File: config.mk
export PLATFORM = sky130hd
export DESIGN_NAME = uop_mem_writer_flat
export DESIGN_NICKNAME = d
export VERILOG_FILES = /design/src/rtl/uop_mem_writer_if.sv /design/src/rtl/uop_mem_writer.sv /design/src/flat_wrapper.sv
export SDC_FILE = /design/constraint.sdc
export NUM_CORES = 2
export LEC_CHECK = 0
export ABC_AREA = 0
export CAP_MARGIN = 20
export CORE_MARGIN = 2
export CORE_UTILIZATION = 50
export CTS_BUF_LIST = sky130_fd_sc_hd__clkbuf_8
export DETAILED_ROUTE_END_ITERATION = 12
export HOLD_SLACK_MARGIN = 0.05
export PLACE_DENSITY = 0.76
export SKIP_LAST_GASP = 1
export SYNTH_ARGS = -nofsm -noshare
export SYNTH_HDL_FRONTEND = slang
export SYNTH_SLANG_ARGS = --single-unit
export TNS_END_PERCENT = 10
File: constraint.sdc
create_clock -name clk -period 11 [get_ports clk]
set_clock_uncertainty 0.05 [all_clocks]
set_input_delay 2.2 -clock clk [delete_from_list [all_inputs] [get_ports clk]]
set_output_delay 2.2 -clock clk [all_outputs]
set_load 0.02 [all_outputs]
File: src/rtl/uop_mem_writer_if.sv
// Micro-op handshake bundle between the instruction decoder and the
// micro-op store writer.
//   start   : decoder presents a valid micro-op word
//   ready   : one-cycle acknowledge from the writer
//   data_in : the micro-op word itself
// The master modport is the decoder side and the slave modport is the writer side.
interface uop_mem_writer_if #(
    parameter int width_in = 32
) ();
    logic                start;
    logic                ready;
    logic [width_in-1:0] data_in;

    modport master (output start, output data_in, input ready);
    modport slave  (input start, input data_in, output ready);
endinterface

File: src/rtl/uop_mem_writer.sv
// uop_mem_writer: this block sinks the decoder's micro-op stream. Each accepted
// 32-bit word is written big-endian, one byte per cycle, into a byte-wide store
// at an auto-incrementing pointer. The block then acknowledges the word with a
// one-cycle ready pulse. The execute stage reads the store through a
// registered read port.
// Ports:
//   clk, reset     : clock, asynchronous active-low reset
//   up (slave)     : start / ready / data_in handshake
//   clear          : synchronous flush of pointer, word count and overflow (IDLE only)
//   rd_addr/rd_data: read port with one cycle of latency; a read of the
//                    address being written in the same cycle returns the old byte
//   wr_ptr         : bytes stored, which is also the next write address
//   word_count     : number of micro-ops stored
//   full           : fewer than 4 free bytes remain
//   overflow       : sticky flag, set when a word is dropped because the store is full
// width_in must equal 4*byte_w.
//
// state | meaning
// IDLE  | waiting for start; clear is serviced here
// WRITE | four cycles, one byte per cycle, MSB first
// ACK   | ready high for exactly this cycle
// HOLD  | wait for start to drop so a held start is not accepted twice
module uop_mem_writer #(
    parameter int byte_w   = 8,
    parameter int width_in = 32,
    parameter int addr_w   = 8
) (
    input  logic                  clk,
    input  logic                  reset,
    uop_mem_writer_if.slave       up,
    input  logic                  clear,
    input  logic [addr_w-1:0]     rd_addr,
    output logic [byte_w-1:0]     rd_data,
    output logic [addr_w:0]       wr_ptr,
    output logic [addr_w-2:0]     word_count,
    output logic                  full,
    output logic                  overflow
);
    localparam int depth = 1 << addr_w;
    localparam logic [addr_w:0] full_lim = (addr_w+1)'(depth - 4);

    localparam logic [1:0] IDLE  = 2'd0;
    localparam logic [1:0] WRITE = 2'd1;
    localparam logic [1:0] ACK   = 2'd2;
    localparam logic [1:0] HOLD  = 2'd3;

    logic [1:0]          state;
    logic [width_in-1:0] word_q;
    logic [1:0]          bytes_left;
    logic                ack_q;
    logic                wr_en;
    logic [byte_w-1:0]   wr_byte;
    logic [byte_w-1:0]   mem [depth];

    assign up.ready = ack_q;
    assign full     = wr_ptr > full_lim;
    assign wr_en    = (state == WRITE);
    // The latched word is shifted left after each write, so the current byte is always the top byte.
    assign wr_byte  = word_q[width_in-1 -: byte_w];

    always_ff @(posedge clk or negedge reset) begin
        if (!reset) begin
            state      <= IDLE;
            word_q     <= '0;
            bytes_left <= '0;
            ack_q      <= 1'b0;
            wr_ptr     <= '0;
            word_count <= '0;
            overflow   <= 1'b0;
        end else begin
            ack_q <= 1'b0;
            case (state)
                IDLE: begin
                    if (clear) begin
                        wr_ptr     <= '0;
                        word_count <= '0;
                        overflow   <= 1'b0;
                    end else if (up.start) begin
                        if (full) begin
                            // The word is dropped, but the decoder still receives an acknowledge.
                            overflow <= 1'b1;
                            ack_q    <= 1'b1;
                            state    <= ACK;
                        end else begin
                            word_q     <= up.data_in;
                            bytes_left <= 2'd3;
                            state      <= WRITE;
                        end
                    end
                end
                WRITE: begin
                    wr_ptr <= wr_ptr + 1'b1;
                    word_q <= word_q << byte_w;
                    if (bytes_left == 2'd0) begin
                        word_count <= word_count + 1'b1;
                        ack_q      <= 1'b1;
                        state      <= ACK;
                    end else begin
                        bytes_left <= bytes_left - 1'b1;
                    end
                end
                ACK: state <= HOLD;
                HOLD: begin
                    if (!up.start) state <= IDLE;
                end
                default: state <= IDLE;
            endcase
        end
    end

    // The store contents are not reset; only the pointer and counters are.
    always_ff @(posedge clk) begin
        if (wr_en) mem[wr_ptr[addr_w-1:0]] <= wr_byte;
    end

    always_ff @(posedge clk or negedge reset) begin
        if (!reset) rd_data <= '0;
        else        rd_data <= mem[rd_addr];
    end
endmodule

File: src/flat_wrapper.sv
// flat-port wrapper written by rule: the top's interface ports become plain ports
module uop_mem_writer_flat 
#(
    parameter int byte_w   = 8,
    parameter int width_in = 32,
    parameter int addr_w   = 8
)
  (clk, reset, clear, rd_addr, rd_data, wr_ptr, word_count, full, overflow, up_start, up_data_in, up_ready);
  uop_mem_writer_if #(.width_in(width_in)) up_i ();
  input  logic clk;
  input  logic reset;
  input  logic clear;
  input  logic [addr_w-1:0] rd_addr;
  output logic [byte_w-1:0] rd_data;
  output logic [addr_w:0] wr_ptr;
  output logic [addr_w-2:0] word_count;
  output logic full;
  output logic overflow;
  input wire logic [$bits(up_i.start)-1:0] up_start;
  input wire logic [$bits(up_i.data_in)-1:0] up_data_in;
  output wire logic [$bits(up_i.ready)-1:0] up_ready;
  assign up_i.start = up_start;
  assign up_i.data_in = up_data_in;
  assign up_ready = up_i.ready;
  uop_mem_writer #(.byte_w(byte_w), .width_in(width_in), .addr_w(addr_w)) u_core (.clk(clk), .reset(reset), .up(up_i), .clear(clear), .rd_addr(rd_addr), .rd_data(rd_data), .wr_ptr(wr_ptr), .word_count(word_count), .full(full), .overflow(overflow));
endmodule
==> flow_metrics.tcl <==
set metrics [dict create \
    crit_buf_inv 2 \
    coreArea_sq_um 163000 \
    route.detailed.drc 0 \
    io_pins 71 \
    whs_endpoint "u_core.word_q[8]" \
    yosys.area.top_type_share_pct 74.7 \
    crit_path_max_incr_delay_ns 0.81 \
    antenna_left 0 \
    arrival_ns 3.39 \
    syn-cell-area_sq_um 82300 \
    wl_per_cell_microns 28.8 \
    grt_max_degree 197 \
    p_leak_uw 0.0288 \
    first_pass_iters 5 \
    worst_pin_slew_ns 1.24 \
    clock-sinks 2110 \
    total_power_uw 18200 \
    grt.total_usage_pct 22.9 \
    std_cell_rows 148 \
    initial_utilization_pct 50.4 \
    htreeDepth 5 \
    tns_ns 0 \
    grt.overflow.total 0 \
    yosysWarnings 0 \
    r2r_end "u_core.mem[136][2]" \
    rr_worst_depth 6 \
    p_per_area_nw_per_um2 200 \
    worstReg2RegStart "u_core.state[1]" \
    post-route-util_pct 55.7 \
    synthDistinctLibCells 62 \
    required_ns 8.75 \
    critPathKind "flip-flop to output pin" \
    crit_fanout 19 \
    fin_nets 4362 \
    grt_pass1_wl_microns 282000 \
    cts_setup_buffers 0 \
    synth_edf_count 2048 \
    async_reset_ff_share_pct 2.94 \
    clk_pin_slew_ns 0.06 \
    synthCells 4072 \
    antenna_found_initial 7 \
    post_cts_resize_count 0 \
    ys_seq_area_share_pct 76.6 \
    slew_viol_final 0 \
    cts_root_buf "clkbuf_8" \
    drv_cap 0 \
    regToRegSetupSlack_ns 6.64 \
    clockBufferDepth 4 \
    cts_made_buffers 330 \
    min_from "u_core.word_q[8]" \
    synthTopCellsByArea "edfxtp_1 (75%), mux4_2 (12%), mux2i_1 (2.1%)" \
    crit_family "flip-flops" \
    max-vdd-ir-drop_v 0.000228 \
    die_w_microns 410 \
    crit_slowest_cell "dfrtp_1" \
    status "finished clean" \
    wirelength_microns 193000 \
    ys_seq_elements 2110 \
    fmax_mhz 177 \
    slew_headroom_pct 17.3 \
    synth-main-ff-cell "edfxtp_1" \
    post-route-min-period_ns 5.64 \
    synth_area_per_cell_sq_um 20.2 \
    gp_congestion 0.861 \
    place_hpwl_microns 112000 \
    finalSetupViolations 0 \
    vias 42382 \
    num-fill-cells 11721 \
    layout-drive-gt1-share_pct 20.9 \
    viasPerCell 6.32 \
    syn_nets 4126 \
    postCtsHoldBufs 0 \
    drt-initial-drc-count 5822 \
    syn2layout_area_growth_pct 10.4 \
    die_h_microns 410 \
    die_area_sq_um 168000 \
    holdPathStages 2 \
    fin_crit_sh_pct 51.3 \
    path_cells "nand2_1 -> nor3_1 -> nor2_1 -> inv_1 -> clkdlybuf4s50_1" \
    yosysTopAreaCell "edfxtp_1" \
    end_kind "output pin" \
    clkLatencyLatePin_ns 1.03 \
    min_path_type "flip-flop to flip-flop" \
    numPortBuffers 70 \
    grt_pass1_vias 42327 \
    rsz0062_at_grt "no" \
    hold_violations 0 \
    cts_tree "built" \
    cp-start-kind "flip-flop" \
]
==> area by class of cell <==
| class | instances | area [sq um] | area share [%] |
|---|---|---|---|
| multi-input combinational | 1704 | 17800 | 19.6 |
| sequential | 2110 | 63100 | 69.4 |
| clock buffer | 339 | 4670 | 5.14 |
| timing repair buffer | 151 | 1530 | 1.68 |
| antenna | 3 | 7.51 | 0.00826 |
| tap | 2175 | 2720 | 3.00 |
| clock inverter | 215 | 982 | 1.08 |
| inverter | 11 | 41.3 | 0.0455 |
==> cells by family (layout without fill, tap and decap cells) <==
| group | after synthesis | count (layout) | share of synthesized area [%] |
|---|---|---|---|
| mux | 614 | 614 | 14.1 |
| xor+xnor | 9 | 9 | 0.0958 |
| buf+inv | 258 | 716 | 1.83 |
| simple gates | 584 | 584 | 3.18 |
| other cells | 0 | 3 | 0 |
| flops | 2110 | 2110 | 76.6 |
| fa+ha+maj | 10 | 10 | 0.152 |
| compound gates | 487 | 487 | 4.06 |
==> worst register-to-register path, cell delays in order (launching register included) <==
cell	delay, ns
dfrtp_1	0.40
inv_1	0.11
ha_2	0.17
buf_4	0.64
nand4b_1	1.23
buf_4	0.59
nor2_1	0.75
==> per-stage QoR <==
stage / setup WS (ns) / hold WS [ns] / instance area, sq um / cells
2_1_floorplan: 6.92 / 0.400 / 82300 / 4072
3_3_place_gp: 4.55 / 0.410 / 85000 / 6141
3_5_place_dp: 4.58 / 0.420 / 85000 / 6143
4_1_cts: 5.36 / 0.433 / 90600 / 6697
5_1_grt: 5.23 / 0.454 / 90800 / 6706
6_report: 5.36 / 0.429 / 90800 / 6708
==> flip-flops by register name (all words and copies together), names as in the netlist <==
signal,flops
u_core.bytes_left,2
u_core.word_count,7
u_core.overflow,1
u_core.state,2
u_core.wr_ptr,9
u_core.word_q,32
u_core.rd_data,8
u_core.mem,2048
u_core.up.ready,1
==> worst max-delay path by stage <==
stage | startpoint | end | slack, ns | cells after the start
floorplan | rd_addr[0] | u_core.rd_data[0] | 6.92 | 7
global placement | rd_addr[0] | u_core.rd_data[4] | 4.55 | 8
detailed placement | rd_addr[0] | u_core.rd_data[2] | 4.58 | 8
CTS | u_core.wr_ptr[2] | full | 5.36 | 5
global route | u_core.wr_ptr[3] | full | 5.23 | 5
finish | u_core.wr_ptr[2] | full | 5.36 | 5
==> layout by cell type (no fill, tap or decap), types with 54 or more instances in the layout <==
cell / netlist / routed
edfxtp_1: 2048 / 2048
mux4_2: 433 / 433
clkbuf_8: 0 / 339
nor2_1: 301 / 299
mux2i_1: 170 / 170
a22oi_1: 130 / 130
inv_1: 10 / 110
nand2_1: 95 / 95
a21oi_1: 82 / 82
clkinv_1: 0 / 71
clkdlybuf4s50_1: 0 / 64
buf_4: 35 / 64
o21ai_0: 62 / 62
dfrtp_1: 62 / 54
==> synthesized netlist by cell type (5+ instances only) <==
master / number
a221oi_1: 12
buf_12: 8
o221ai_1: 23
a311oi_1: 9
buf_1: 7
a21boi_0: 8
nor4_1: 20
inv_1: 10
or2_2: 8
edfxtp_1: 2048
a211oi_1: 31
a22oi_1: 130
a2111oi_0: 5
buf_2: 49
o21ai_1: 7
ha_1: 10
mux2i_1: 170
a22o_1: 27
nand4_1: 7
and2_1: 10
mux4_2: 433
clkbuf_1: 121
buf_4: 35
nand2_1: 95
o21ai_0: 62
xor2_1: 8
mux2_2: 11
o211ai_1: 7
nor2b_1: 25
and3_1: 5
nor3_1: 28
nand2b_1: 22
dfrtp_1: 62
nand3_1: 41
buf_6: 24
nor2_1: 301
a21oi_1: 82
o22ai_1: 49
o22a_1: 5
==> power by group <==
part | internal, uW | leakage (uW) | switching, uW
Combinational | 495 | 0.00618 | 1550
Sequential | 9970 | 0.0194 | 316
Clock | 2930 | 0.00326 | 2910
==> layer usage <==
metal	global-route usage (%)	up-vias	part of all wire, %
met5	0	-	0.014
met4	10.0	4	4.2
met2	34.7	2730	47
met1	31.9	21888	38
li1	-	17324	-
met3	5.76	436	11
Note: power is estimated with default switching activity, not from simulation.
